### src/rtl/dispatcher_pkg.sv
// Shared types and opcode classification for the dispatch stage.
// Bus widths, internal opcode values, the dispatch slot record and the
// slot-state encoding live here so the top and the operand resolver agree.
package dispatcher_pkg;

  localparam int unsigned NICK_W = 4;   // ROB tag width; tag 0 = value ready
  localparam int unsigned DATA_W = 32;
  localparam int unsigned ADDR_W = 32;
  localparam int unsigned IMM_W  = 32;
  localparam int unsigned OP_W   = 6;
  localparam int unsigned NAME_W = 5;

  typedef logic [NICK_W-1:0] NickBus;
  typedef logic [DATA_W-1:0] DataBus;
  typedef logic [NAME_W-1:0] NameBus;
  typedef logic [OP_W-1:0]   OpBus;
  typedef logic [ADDR_W-1:0] AddrBus;
  typedef logic [IMM_W-1:0]  ImmBus;

  localparam OpBus OP_ADD  = 6'd1;
  localparam OpBus OP_SUB  = 6'd2;
  localparam OpBus OP_ADDI = 6'd3;
  localparam OpBus OP_LUI  = 6'd4;
  localparam OpBus OP_JAL  = 6'd5;
  localparam OpBus OP_JALR = 6'd6;
  localparam OpBus OP_BEQ  = 6'd10;
  localparam OpBus OP_BNE  = 6'd11;
  localparam OpBus OP_BLT  = 6'd12;
  localparam OpBus OP_BGE  = 6'd13;
  localparam OpBus OP_BLTU = 6'd14;
  localparam OpBus OP_BGEU = 6'd15;
  localparam OpBus OP_LB   = 6'd20;
  localparam OpBus OP_LH   = 6'd21;
  localparam OpBus OP_LW   = 6'd22;
  localparam OpBus OP_LBU  = 6'd23;
  localparam OpBus OP_LHU  = 6'd24;
  localparam OpBus OP_SB   = 6'd28;
  localparam OpBus OP_SH   = 6'd29;
  localparam OpBus OP_SW   = 6'd30;

  typedef enum logic {ST_EMPTY, ST_HELD} state_e;

  typedef struct packed {
    OpBus   op;
    AddrBus pc;
    ImmBus  imm;
    logic   pd;
    NameBus rd;
    NickBus rs1_nick;
    DataBus rs1_dt;
    NickBus rs2_nick;
    DataBus rs2_dt;
  } slot_t;

  function automatic logic is_load(input OpBus op);
    return op inside {OP_LB, OP_LH, OP_LW, OP_LBU, OP_LHU};
  endfunction

  function automatic logic is_store(input OpBus op);
    return op inside {OP_SB, OP_SH, OP_SW};
  endfunction

  function automatic logic is_branch(input OpBus op);
    return op inside {OP_BEQ, OP_BNE, OP_BLT, OP_BGE, OP_BLTU, OP_BGEU};
  endfunction

  function automatic logic is_mem(input OpBus op);
    return is_load(op) || is_store(op);
  endfunction

  function automatic logic writes_rd(input OpBus op);
    return !is_store(op) && !is_branch(op);
  endfunction

endpackage

### src/rtl/dispatcher_operand_resolver.sv
// Combinational operand wakeup for one source of the dispatch slot.
// Priority: tag 0 (stored value) > ALU CDB > LSB CDB (DISPATCH_LSB_CDB_EN)
// > ROB ready value > still pending (v_o=0, q_o=tag).
// Ports: nick_i/dt_i stored pair; cdb_* ALU broadcast; lsb_cdb_* load
// broadcast (macro only); rob_rdy_i/rob_dt_i ROB query result; v_o/q_o.
module dispatcher_operand_resolver
  import dispatcher_pkg::*;
(
  input  logic [NICK_W-1:0] nick_i,
  input  logic [DATA_W-1:0] dt_i,
  input  logic              cdb_en_i,
  input  logic [NICK_W-1:0] cdb_nick_i,
  input  logic [DATA_W-1:0] cdb_dt_i,
`ifdef DISPATCH_LSB_CDB_EN
  input  logic              lsb_cdb_en_i,
  input  logic [NICK_W-1:0] lsb_cdb_nick_i,
  input  logic [DATA_W-1:0] lsb_cdb_dt_i,
`endif
  input  logic              rob_rdy_i,
  input  logic [DATA_W-1:0] rob_dt_i,
  output logic [DATA_W-1:0] v_o,
  output logic [NICK_W-1:0] q_o
);

  always_comb begin
    v_o = '0;
    q_o = nick_i;
    if (nick_i == '0) begin
      v_o = dt_i;
    end else if (cdb_en_i && (cdb_nick_i == nick_i)) begin
      v_o = cdb_dt_i;
      q_o = '0;
`ifdef DISPATCH_LSB_CDB_EN
    end else if (lsb_cdb_en_i && (lsb_cdb_nick_i == nick_i)) begin
      v_o = lsb_cdb_dt_i;
      q_o = '0;
`endif
    end else if (rob_rdy_i) begin
      v_o = rob_dt_i;
      q_o = '0;
    end
  end

endmodule

### src/rtl/dispatcher.sv
// Dispatch stage: holds one decoded instruction, wakes up its operands from
// the CDB/ROB, allocates a ROB entry, renames rd and issues to RS or LSB.
// Optional macro DISPATCH_LSB_CDB_EN adds a second (load) broadcast input.
// Ports: clk/rst (sync, active-high), rdy (freeze), clr (flush);
// i_rf_* incoming instruction; o_stall upstream hold; o_rf_nick_* rename;
// i_rob_*/o_rob_* ROB query and allocation; i_cdb_* ALU broadcast;
// i_rs_full/i_lsb_full targets; o_rs_en/o_lsb_en + shared issue payload.
module dispatcher
  import dispatcher_pkg::*;
(
  input  logic              clk,
  input  logic              rst,
  input  logic              rdy,
  input  logic              clr,
  input  logic              i_rf_en,
  input  logic [NAME_W-1:0] i_rf_rs1_regnm,
  input  logic [NAME_W-1:0] i_rf_rs2_regnm,
  input  logic [NICK_W-1:0] i_rf_rs1_nick,
  input  logic [NICK_W-1:0] i_rf_rs2_nick,
  input  logic [DATA_W-1:0] i_rf_rs1_dt,
  input  logic [DATA_W-1:0] i_rf_rs2_dt,
  input  logic [NAME_W-1:0] i_rf_rd_regnm,
  input  logic [OP_W-1:0]   i_rf_op,
  input  logic [ADDR_W-1:0] i_rf_pc,
  input  logic [IMM_W-1:0]  i_rf_imm,
  input  logic              i_rf_pd,
  output logic              o_stall,
  output logic              o_rf_nick_en,
  output logic [NAME_W-1:0] o_rf_nick_regnm,
  output logic [NICK_W-1:0] o_rf_nick,
  input  logic              i_rob_full,
  input  logic [NICK_W-1:0] i_rob_free_nick,
  output logic [NICK_W-1:0] o_rob_q1_nick,
  output logic [NICK_W-1:0] o_rob_q2_nick,
  input  logic              i_rob_q1_rdy,
  input  logic              i_rob_q2_rdy,
  input  logic [DATA_W-1:0] i_rob_q1_dt,
  input  logic [DATA_W-1:0] i_rob_q2_dt,
  output logic              o_rob_en,
  output logic [NAME_W-1:0] o_rob_rd_regnm,
  output logic [OP_W-1:0]   o_rob_op,
  output logic [ADDR_W-1:0] o_rob_pc,
  output logic              o_rob_pd,
  input  logic              i_cdb_en,
  input  logic [NICK_W-1:0] i_cdb_nick,
  input  logic [DATA_W-1:0] i_cdb_dt,
`ifdef DISPATCH_LSB_CDB_EN
  input  logic              i_lsb_cdb_en,
  input  logic [NICK_W-1:0] i_lsb_cdb_nick,
  input  logic [DATA_W-1:0] i_lsb_cdb_dt,
`endif
  input  logic              i_rs_full,
  input  logic              i_lsb_full,
  output logic              o_rs_en,
  output logic              o_lsb_en,
  output logic [OP_W-1:0]   o_op,
  output logic [DATA_W-1:0] o_vj,
  output logic [NICK_W-1:0] o_qj,
  output logic [DATA_W-1:0] o_vk,
  output logic [NICK_W-1:0] o_qk,
  output logic [IMM_W-1:0]  o_imm,
  output logic [ADDR_W-1:0] o_pc,
  output logic              o_pd,
  output logic [NICK_W-1:0] o_nick
);

  state_e state_q, state_d;
  slot_t  s_q, s_d;

  logic   valid, to_lsb, tgt_full, fire, rename_fire, accept;
  NickBus q1, q2;
  DataBus v1, v2;

  assign valid       = (state_q == ST_HELD);
  assign to_lsb      = is_mem(s_q.op);
  assign tgt_full    = to_lsb ? i_lsb_full : i_rs_full;
  assign fire        = valid && rdy && !rst && !clr && !i_rob_full && !tgt_full;
  assign rename_fire = fire && writes_rd(s_q.op) && (s_q.rd != '0);
  assign accept      = i_rf_en && rdy && !rst && !clr && (!valid || fire);

  dispatcher_operand_resolver u_rs1 (
    .nick_i(s_q.rs1_nick), .dt_i(s_q.rs1_dt),
    .cdb_en_i(i_cdb_en), .cdb_nick_i(i_cdb_nick), .cdb_dt_i(i_cdb_dt),
`ifdef DISPATCH_LSB_CDB_EN
    .lsb_cdb_en_i(i_lsb_cdb_en), .lsb_cdb_nick_i(i_lsb_cdb_nick),
    .lsb_cdb_dt_i(i_lsb_cdb_dt),
`endif
    .rob_rdy_i(i_rob_q1_rdy), .rob_dt_i(i_rob_q1_dt),
    .v_o(v1), .q_o(q1)
  );

  dispatcher_operand_resolver u_rs2 (
    .nick_i(s_q.rs2_nick), .dt_i(s_q.rs2_dt),
    .cdb_en_i(i_cdb_en), .cdb_nick_i(i_cdb_nick), .cdb_dt_i(i_cdb_dt),
`ifdef DISPATCH_LSB_CDB_EN
    .lsb_cdb_en_i(i_lsb_cdb_en), .lsb_cdb_nick_i(i_lsb_cdb_nick),
    .lsb_cdb_dt_i(i_lsb_cdb_dt),
`endif
    .rob_rdy_i(i_rob_q2_rdy), .rob_dt_i(i_rob_q2_dt),
    .v_o(v2), .q_o(q2)
  );

  // Incoming source pairs at accept. The regfile has not yet seen the rename
  // being issued this cycle, so a source naming the firing rd takes the new
  // tag; otherwise a broadcast landing this cycle would otherwise be missed.
  NameBus in_regnm [2];
  NickBus in_nick  [2];
  DataBus in_dt    [2];
  NickBus lat_nick [2];
  DataBus lat_dt   [2];

  assign in_regnm[0] = i_rf_rs1_regnm;
  assign in_regnm[1] = i_rf_rs2_regnm;
  assign in_nick[0]  = i_rf_rs1_nick;
  assign in_nick[1]  = i_rf_rs2_nick;
  assign in_dt[0]    = i_rf_rs1_dt;
  assign in_dt[1]    = i_rf_rs2_dt;

  always_comb begin
    for (int unsigned i = 0; i < 2; i++) begin
      lat_nick[i] = in_nick[i];
      lat_dt[i]   = in_dt[i];
      if (rename_fire && (in_regnm[i] == s_q.rd)) begin
        lat_nick[i] = i_rob_free_nick;
        lat_dt[i]   = '0;
      end else if ((in_nick[i] != '0) && i_cdb_en && (i_cdb_nick == in_nick[i])) begin
        lat_nick[i] = '0;
        lat_dt[i]   = i_cdb_dt;
`ifdef DISPATCH_LSB_CDB_EN
      end else if ((in_nick[i] != '0) && i_lsb_cdb_en && (i_lsb_cdb_nick == in_nick[i])) begin
        lat_nick[i] = '0;
        lat_dt[i]   = i_lsb_cdb_dt;
`endif
      end
    end
  end

  always_comb begin
    state_d = state_q;
    if (rdy) begin
      if (clr)         state_d = ST_EMPTY;
      else if (accept) state_d = ST_HELD;
      else if (fire)   state_d = ST_EMPTY;
    end
  end

  always_comb begin
    s_d = s_q;
    if (accept) begin
      s_d.op       = i_rf_op;
      s_d.pc       = i_rf_pc;
      s_d.imm      = i_rf_imm;
      s_d.pd       = i_rf_pd;
      s_d.rd       = i_rf_rd_regnm;
      s_d.rs1_nick = lat_nick[0];
      s_d.rs1_dt   = lat_dt[0];
      s_d.rs2_nick = lat_nick[1];
      s_d.rs2_dt   = lat_dt[1];
    end else if (valid && rdy && !clr && !fire) begin
      // Fold this cycle's wakeups back into the slot so they are not lost.
      s_d.rs1_nick = q1;
      s_d.rs1_dt   = v1;
      s_d.rs2_nick = q2;
      s_d.rs2_dt   = v2;
    end
  end

  always_ff @(posedge clk) begin
    if (rst) begin
      state_q <= ST_EMPTY;
      s_q     <= '0;
    end else begin
      state_q <= state_d;
      s_q     <= s_d;
    end
  end

  assign o_stall         = valid && !fire && !rst;
  assign o_rf_nick_en    = rename_fire;
  assign o_rf_nick_regnm = s_q.rd;
  assign o_rf_nick       = rename_fire ? i_rob_free_nick : '0;
  assign o_rob_q1_nick   = s_q.rs1_nick;
  assign o_rob_q2_nick   = s_q.rs2_nick;
  assign o_rob_en        = fire;
  assign o_rob_rd_regnm  = s_q.rd;
  assign o_rob_op        = s_q.op;
  assign o_rob_pc        = s_q.pc;
  assign o_rob_pd        = s_q.pd;
  assign o_rs_en         = fire && !to_lsb;
  assign o_lsb_en        = fire && to_lsb;
  assign o_op            = s_q.op;
  assign o_vj            = v1;
  assign o_qj            = q1;
  assign o_vk            = v2;
  assign o_qk            = q2;
  assign o_imm           = s_q.imm;
  assign o_pc            = s_q.pc;
  assign o_pd            = s_q.pd;
  assign o_nick          = fire ? i_rob_free_nick : '0;

endmodule

### config.mk
export PLATFORM = sky130hd
export DESIGN_NAME = dispatcher
export DESIGN_NICKNAME = d
export VERILOG_FILES = /design/src/rtl/dispatcher_pkg.sv /design/src/rtl/dispatcher_operand_resolver.sv /design/src/rtl/dispatcher.sv
export SDC_FILE = /design/constraint.sdc
export NUM_CORES = 1
export LEC_CHECK = 0
export BUFFER_PORTS_ARGS = -buffer_cell sky130_fd_sc_hd__buf_2
export CORE_AREA = 2 2 189 191
export CTS_CLUSTER_DIAMETER = 120
export DETAILED_ROUTE_END_ITERATION = 12
export DIE_AREA = 0 0 191 193
export SYNTH_ARGS = -nofsm -noshare
export SYNTH_HDL_FRONTEND = slang
export SYNTH_SLANG_ARGS = --single-unit
### constraint.sdc
create_clock -name clk -period 1.88 [get_ports clk]
set_input_delay 0 -clock clk [delete_from_list [all_inputs] [get_ports clk]]
set_output_delay 0 -clock clk [all_outputs]
set_load 0.03 [all_outputs]
==> out/metrics.cfg, run 1 <==
[outcome]
status = complete, but fails checks
violations = negative setup slack

[yosys]
synth_cell_types = 59
syn_inst = 1245
synth_warnings = 0
synth_flop_cell = dfxtp_1
synth_fp_nets = 1518
ys_ff_latch = 149
seq_area_frac_synth_pct = 31.3
avgSynthCellArea_sq_um = 7.66
syn_area_sq_um = 9540
async_reset_ff_share_pct = 0
synth_edf_count = 0

[setup_path]
criticalPathCategory = flip-flop to primary output
worst-r2r-setup-slack_ns = -0.56
worstSetupStartpointType = flip-flop
rr_endpoint = s_q[20]
crit_required_ns = 1.88
rr_worst_depth = 13
arrival_ns = 2.51
worstSetupEndpointType = primary output
r2r_start = o_rob_q2_nick[1]
worst-path-max-fanout = 6

[clock_tree]
cts_root_buf = clkbuf_16
cts_buffer_depth = 2
cts_tree = built
path_clk_slew_ns = 0.06
htree_num_levels = 4
clock_sinks = 149
insertion_delay_ns = 0.45
cts_buffers = 17

[placement]
dp_hpwl_um = 30300
gp_congestion = 0.871
port_buffers = 485
placed_cell_area_sq_um = 12500
dp_cells = 2080

[detailed_routing]
vias = 12991
drtAntennaViolNets = 0
wl_um = 56800
vias_per_cell = 5.32
drtIter0Drc = 987
routedWlPerCell_um = 23.3
drc = 0
drt_pass1_iterations = 8

[floorplan]
core-area_sq_um = 35000
initial_utilization_pct = 27.3
die_w_um = 191
placementRows = 69
pin_count = 486
fp.dieH_um = 193
dieArea_sq_um = 36900

[timing]
fmax_ghz = 0.398
setup_viol = 232
setup_ws_ns = -0.634
fin_worst_skew_ns = 0.0165
min_period_ns = 2.51
slew_viol_final = 0
rsz0062_at_grt = true
finalHoldViolations = 0
fin_tns_setup_ns = -77.49
maxSlewHeadroom_pct = 37.8
worst_pin_slew_ns = 0.933
fin_crit_sh_pct = 134

[layout]
multi_input_area_sq_um = 6800
final_cells = 2441
nFillCells = 2900
layout-drive-gt1-share_pct = 56.6
syn2layout_area_growth_pct = 102
fin_area_sq_um = 19300
regArea_sq_um = 3010
nNetsFinal = 2238

[power]
power_mw = 10.1
max-vdd-ir-drop_mv = 0.608
p_per_area_nw_per_um2 = 527
leakage_nw = 8.87

[run]
maxCapViolCount = 0

[global_routing]
grt-ovfl-total = 0
grt.total_usage_pct = 25.7
grt_pass1_wl_um = 71400
grt_pass1_vias = 12399
grt_max_degree = 60
antenna_found_initial = 3

[hold_path]
hold_end = s_q[48]
hp-start = i_rf_rs1_dt[12]
hp-class = input pin to flip-flop
hold_depth = 4

==> cell usage after synthesis, types with 5 or more instances <==
cell / instances / area [sq um]
nand3_1: 41 / 205
nor3_1: 11 / 55.1
buf_4: 135 / 1010
xor2_1: 9 / 78.8
mux2i_1: 69 / 691
buf_2: 30 / 150
clkbuf_1: 50 / 188
nor2_1: 72 / 270
and2_1: 15 / 93.8
nand2_1: 264 / 991
o221a_1: 32 / 360
nand4_1: 34 / 213
o21ai_1: 5 / 25.0
a2bb2oi_1: 31 / 272
nor3_2: 16 / 160
inv_1: 40 / 150
o21ai_0: 18 / 90.1
a211oi_1: 5 / 37.5
xnor2_1: 16 / 140
and3_1: 5 / 31.3
dfxtp_1: 149 / 2980
a21oi_1: 117 / 586
nor2b_1: 7 / 43.8
a222oi_1: 32 / 320
==> flip-flops by register name, summed over array words and instances (netlist names) <==
signal and flops:
o_op 6, o_imm 32, state_q 1, s_q 64, o_rob_q1_nick 4, o_pc 32, o_rf_nick_regnm 5, o_rob_q2_nick 4
o_pd 1
==> worst max path at each step <==
| stage | start | endpoint | cells past startpoint |
|---|---|---|---|
| 6_report | o_rob_q2_nick[1] | o_vk[2] | 9 |
| 2_1_floorplan | o_rob_q1_nick[3] | s_q[66] | 7 |
| 3_3_place_gp | o_op[4] | s_q[18] | 9 |
| 4_1_cts | o_rob_q2_nick[1] | o_vk[21] | 10 |
| 5_1_grt | o_rob_q2_nick[1] | o_vk[17] | 10 |
| 3_5_place_dp | o_rob_q2_nick[3] | s_q[14] | 7 |
==> power breakdown <==
part	internal, mW	switching (mW)
combinational	1.50	1.59
clock	2.21	1.53
sequential	3.25	0.0703
total	6.96	3.19
==> cells in the final DEF (no fill, tap or decap), types with 14 or more instances in the layout <==
| master | count |
|---|---|
| a21oi_1 | 63 |
| a21oi_2 | 51 |
| a222oi_1 | 32 |
| a2bb2oi_2 | 27 |
| buf_12 | 50 |
| buf_16 | 14 |
| buf_2 | 409 |
| buf_4 | 123 |
| buf_6 | 123 |
| clkbuf_16 | 37 |
| dfxtp_1 | 134 |
| dlygate4sd3_1 | 170 |
| inv_1 | 19 |
| inv_2 | 21 |
| mux2i_1 | 68 |
| nand2_1 | 160 |
| nand2_2 | 30 |
| nand2_4 | 70 |
| nand3_2 | 26 |
| nand4_1 | 34 |
| nor2_1 | 60 |
| nor3_2 | 18 |
| o21ai_0 | 17 |
| o221a_1 | 32 |
==> timing repair <==
action / CTS / global route
hold endpoints to repair: 141 / 0
setup buffers: 106 / 44
pin swaps: 99 / 112
setup endpoints to repair: 231 / 233
gates cloned: 20 / 29
hold buffers: 170 / 0
gates resized for setup: 407 / 233
==> metal layers <==
metal | vias to the layer above | GRT usage, % | wire length, um
met5 | - | 0 | 13
met3 | 200 | 5.48 | 4670
met4 | 2 | 13.0 | 2870
met1 | 6245 | 30.0 | 21400
li1 | 5715 | - | -
met2 | 829 | 44.7 | 27900
==> cells by family after synthesis <==
family	Yosys count	synth area share, %
compound gates	261	20.0
xor+xnor	25	2.29
buf+inv	259	16.0
flops	149	31.3
mux	69	7.24
simple gates	482	23.2
==> critical path: stages, from the launching register on <==
cell      delay, ns
dfxtp_2        0.34
buf_6          0.12
nor4_4         0.34
buf_4          0.19
nor3b_4        0.08
buf_12         0.16
a222oi_1       0.45
buf_4          0.22
inv_2          0.05
buf_6          0.13
==> area by class of cell <==
type | instances | share of cell area [%]
timing repair buffer | 916 | 42.0
multi-input combinational | 840 | 35.3
sequential | 149 | 15.7
tap | 461 | 3.00
clock buffer | 18 | 2.23
clock inverter | 13 | 0.936
inverter | 41 | 0.838
antenna | 3 | 0.0390
==> through the flow <==
stage,hold slack (ns),utilization [%],setup WS [ns]
3_3_place_gp,0.242,35.8,-0.305
5_1_grt,0.0185,55.0,-0.726
3_5_place_dp,0.248,35.8,-0.388
2_1_floorplan,0.114,-,-0.118
4_1_cts,0.000144,50.4,-0.560
6_report,0.00244,55.1,-0.634
No activity file was read; power rests on OpenSTA's default activity.
==> inputs of run 2 (changes only) <==
--- a/config.mk
+++ b/config.mk
@@ -10,6 +10,7 @@
 export CTS_CLUSTER_DIAMETER = 120
 export DETAILED_ROUTE_END_ITERATION = 12
 export DIE_AREA = 0 0 191 193
+export PLACE_DENSITY_LB_ADDON = 0.3
 export SYNTH_ARGS = -nofsm -noshare
 export SYNTH_HDL_FRONTEND = slang
 export SYNTH_SLANG_ARGS = --single-unit
==> constraint.sdc (replaced) <==
create_clock -name clk -period 2.4 [get_ports clk]
set_input_delay 0 -clock clk [delete_from_list [all_inputs] [get_ports clk]]
set_output_delay 0 -clock clk [all_outputs]
set_load 0.03 [all_outputs]
==> run 2 against run 1 <==
The run still ends with negative setup slack left; register-to-register slack better by 0.64 ns; utilization shrank 14 points; clock skew fell by 0.0077 ns; critical path type unchanged; highest routed layer unchanged.
==> out/metrics.cfg, run 2 (synthesized netlist as in run 1, its figures left out) <==
[power]
internal-power_mw = 4.81
max-vdd-ir-drop_mv = 0.509
p_per_area_nw_per_um2 = 479
p_comb_share_pct = 24.1
power_frac_seq_pct = 37.4
leakage_nw = 6.70
p_clk_share_pct = 38.4
switchingPower_mw = 2.15
power.share.switching_pct = 30.9

[layout]
finalCoreUtilization_pct = 41.6
final_common_cell = buf_2
nNetsFinal = 2047
largest_register_ffs = 64
top_register = s_q
layout-drive-gt1-share_pct = 36.3
syn2layout_area_growth_pct = 52.3
final_cell_mix = 464 x buf_2, 264 x nand2_1, 162 x dlygate4sd3_1

[timing]
setup_ws_ns = -0.0418
min_period_ns = 2.44
maxSlewHeadroom_pct = 38.3
fmax_ghz = 0.410
fin_crit_sh_pct = 102
setup_viol = 1
rsz0062_at_grt = true
worst_hold_slack_ns = 0.0340
finalHoldViolations = 0
slew_viol_final = 0
fin_worst_skew_ns = 0.00878
worst_pin_slew_ns = 0.926

[detailed_routing]
wl_um = 42100
drc = 0
vias_per_cell = 4.97
drtIter0Drc = 675
vias = 11175
drt_pass1_iterations = 7
routedWlPerCell_um = 18.7
drtAntennaViolNets = 0

[clock_tree]
insertion_delay_ns = 0.43
cts_tree = built
cts_buffer_depth = 2
path_clk_slew_ns = 0.06
htree_num_levels = 4
cts_buffers = 17
cts_root_buf = clkbuf_16
clock_sinks = 149

[outcome]
status = complete, but fails checks
violations = negative setup slack

[setup_path]
crit_buf_inv = 7
arrival_ns = 2.44
critPathTopFamily = buffers and inverters
path_cells = buf_6 -> nor4_4 -> buf_4 -> buf_6 -> nor3_4 -> buf_12 -> buf_16 -> a222oi_1 -> inv_1 -> buf_6
worstSetupStartpointType = flip-flop
crit_required_ns = 2.40
worst-path-max-fanout = 8
worstSetupEndpointType = primary output
criticalPathCategory = flip-flop to primary output
cp_common_cell = buf_6
worst_path_max_delay_cell = a222oi_1
max_stage_delay_ns = 0.37

[floorplan]
core-area_sq_um = 35000
dieArea_sq_um = 36900
die_w_um = 191
pin_count = 486
initial_utilization_pct = 27.3
placementRows = 69
fp.dieH_um = 193

[placement]
gp_congestion = 0.870
dp_hpwl_um = 29000
port_buffers = 485

[global_routing]
antenna_found_initial = 2
grt_pass1_wl_um = 60400
grt_pass1_vias = 10697
grt_max_degree = 81
grt.total_usage_pct = 21.4
grt-ovfl-total = 0

[run]
maxCapViolCount = 0

[hold_path]
hp-class = input pin to flip-flop

-- run 2: power groups by stage --
stage,Sequential (mW),Combinational (mW),Clock [mW]
after floorplan,2.64,0.826,0
after global routing,2.61,1.79,2.85
after detailed placement,2.66,1.39,0
final,2.60,1.68,2.68
after CTS,2.60,1.62,2.76
after global placement,2.65,1.38,0
-- run 2: area by class of cell --
type,instances,area [sq um]
fillers,3556,20400
multi-input cells,837,5160
repair buffers,728,5070
flip-flops and latches,149,2990
well taps,461,577
clock buffers,21,470
inverters,41,154
clock inverters,10,98.8
diodes,2,5.00
-- run 2: routing by layer --
layer / up-vias / GRT usage, % / share of wire [%]
met5: - / 0 / 0.031
met1: 5227 / 25.3 / 40
met2: 582 / 38.4 / 50
met4: 2 / 7.87 / 2.6
met3: 71 / 4.22 / 7.5
li1: 5293 / - / -
-- run 2: worst reg2reg max path: cells and delay by family, from the launching register on --
family | cells | cell delay [ns]
AO/OA/AOI/OAI | 2 | 0.32
AND/OR/NAND/NOR | 2 | 0.77
flip-flops | 1 | 0.31
buffers and inverters | 1 | 0.58
multiplexers | 1 | 0.21
-- run 2: repair_timing --
action | in CTS | in global routing
hold buffers | 162 | 0
pin swaps | 9 | 25
gates cloned | 2 | 1
endpoints found under the setup margin | 65 | 117
buffers inserted | 5 | 20
hold endpoints to repair | 137 | 0
gates resized for setup | 22 | 60
-- run 2: final timing paths --
check                     startpoint          endpoint  slack [ns]  cells past startpoint
setup / recovery    o_rob_q2_nick[3]          o_vk[11]       -0.04                     10
hold / removal       i_rf_rs1_dt[29]           s_q[65]        0.03                      4
setup reg to reg  o_rf_nick_regnm[1]  o_rob_q1_nick[0]        0.08                      6
hold reg to reg             o_imm[8]          o_imm[8]        0.45                      2
-- run 2: metrics by stage --
step | power (mW) | instance area, sq um | setup TNS, ns | setup WS (ns) | cells
floorplan | 3.47 | 9540 | 0 | 0.271 | 1245
global route | 7.25 | 14500 | -1.66 | -0.126 | 2247
CTS | 6.98 | 14200 | -0.111 | -0.0609 | 2227
global placement | 4.04 | 11800 | 0 | 0.176 | 2027
detailed placement | 4.04 | 11800 | 0 | 0.118 | 2027
finish | 6.96 | 14500 | -0.0418 | -0.0418 | 2249
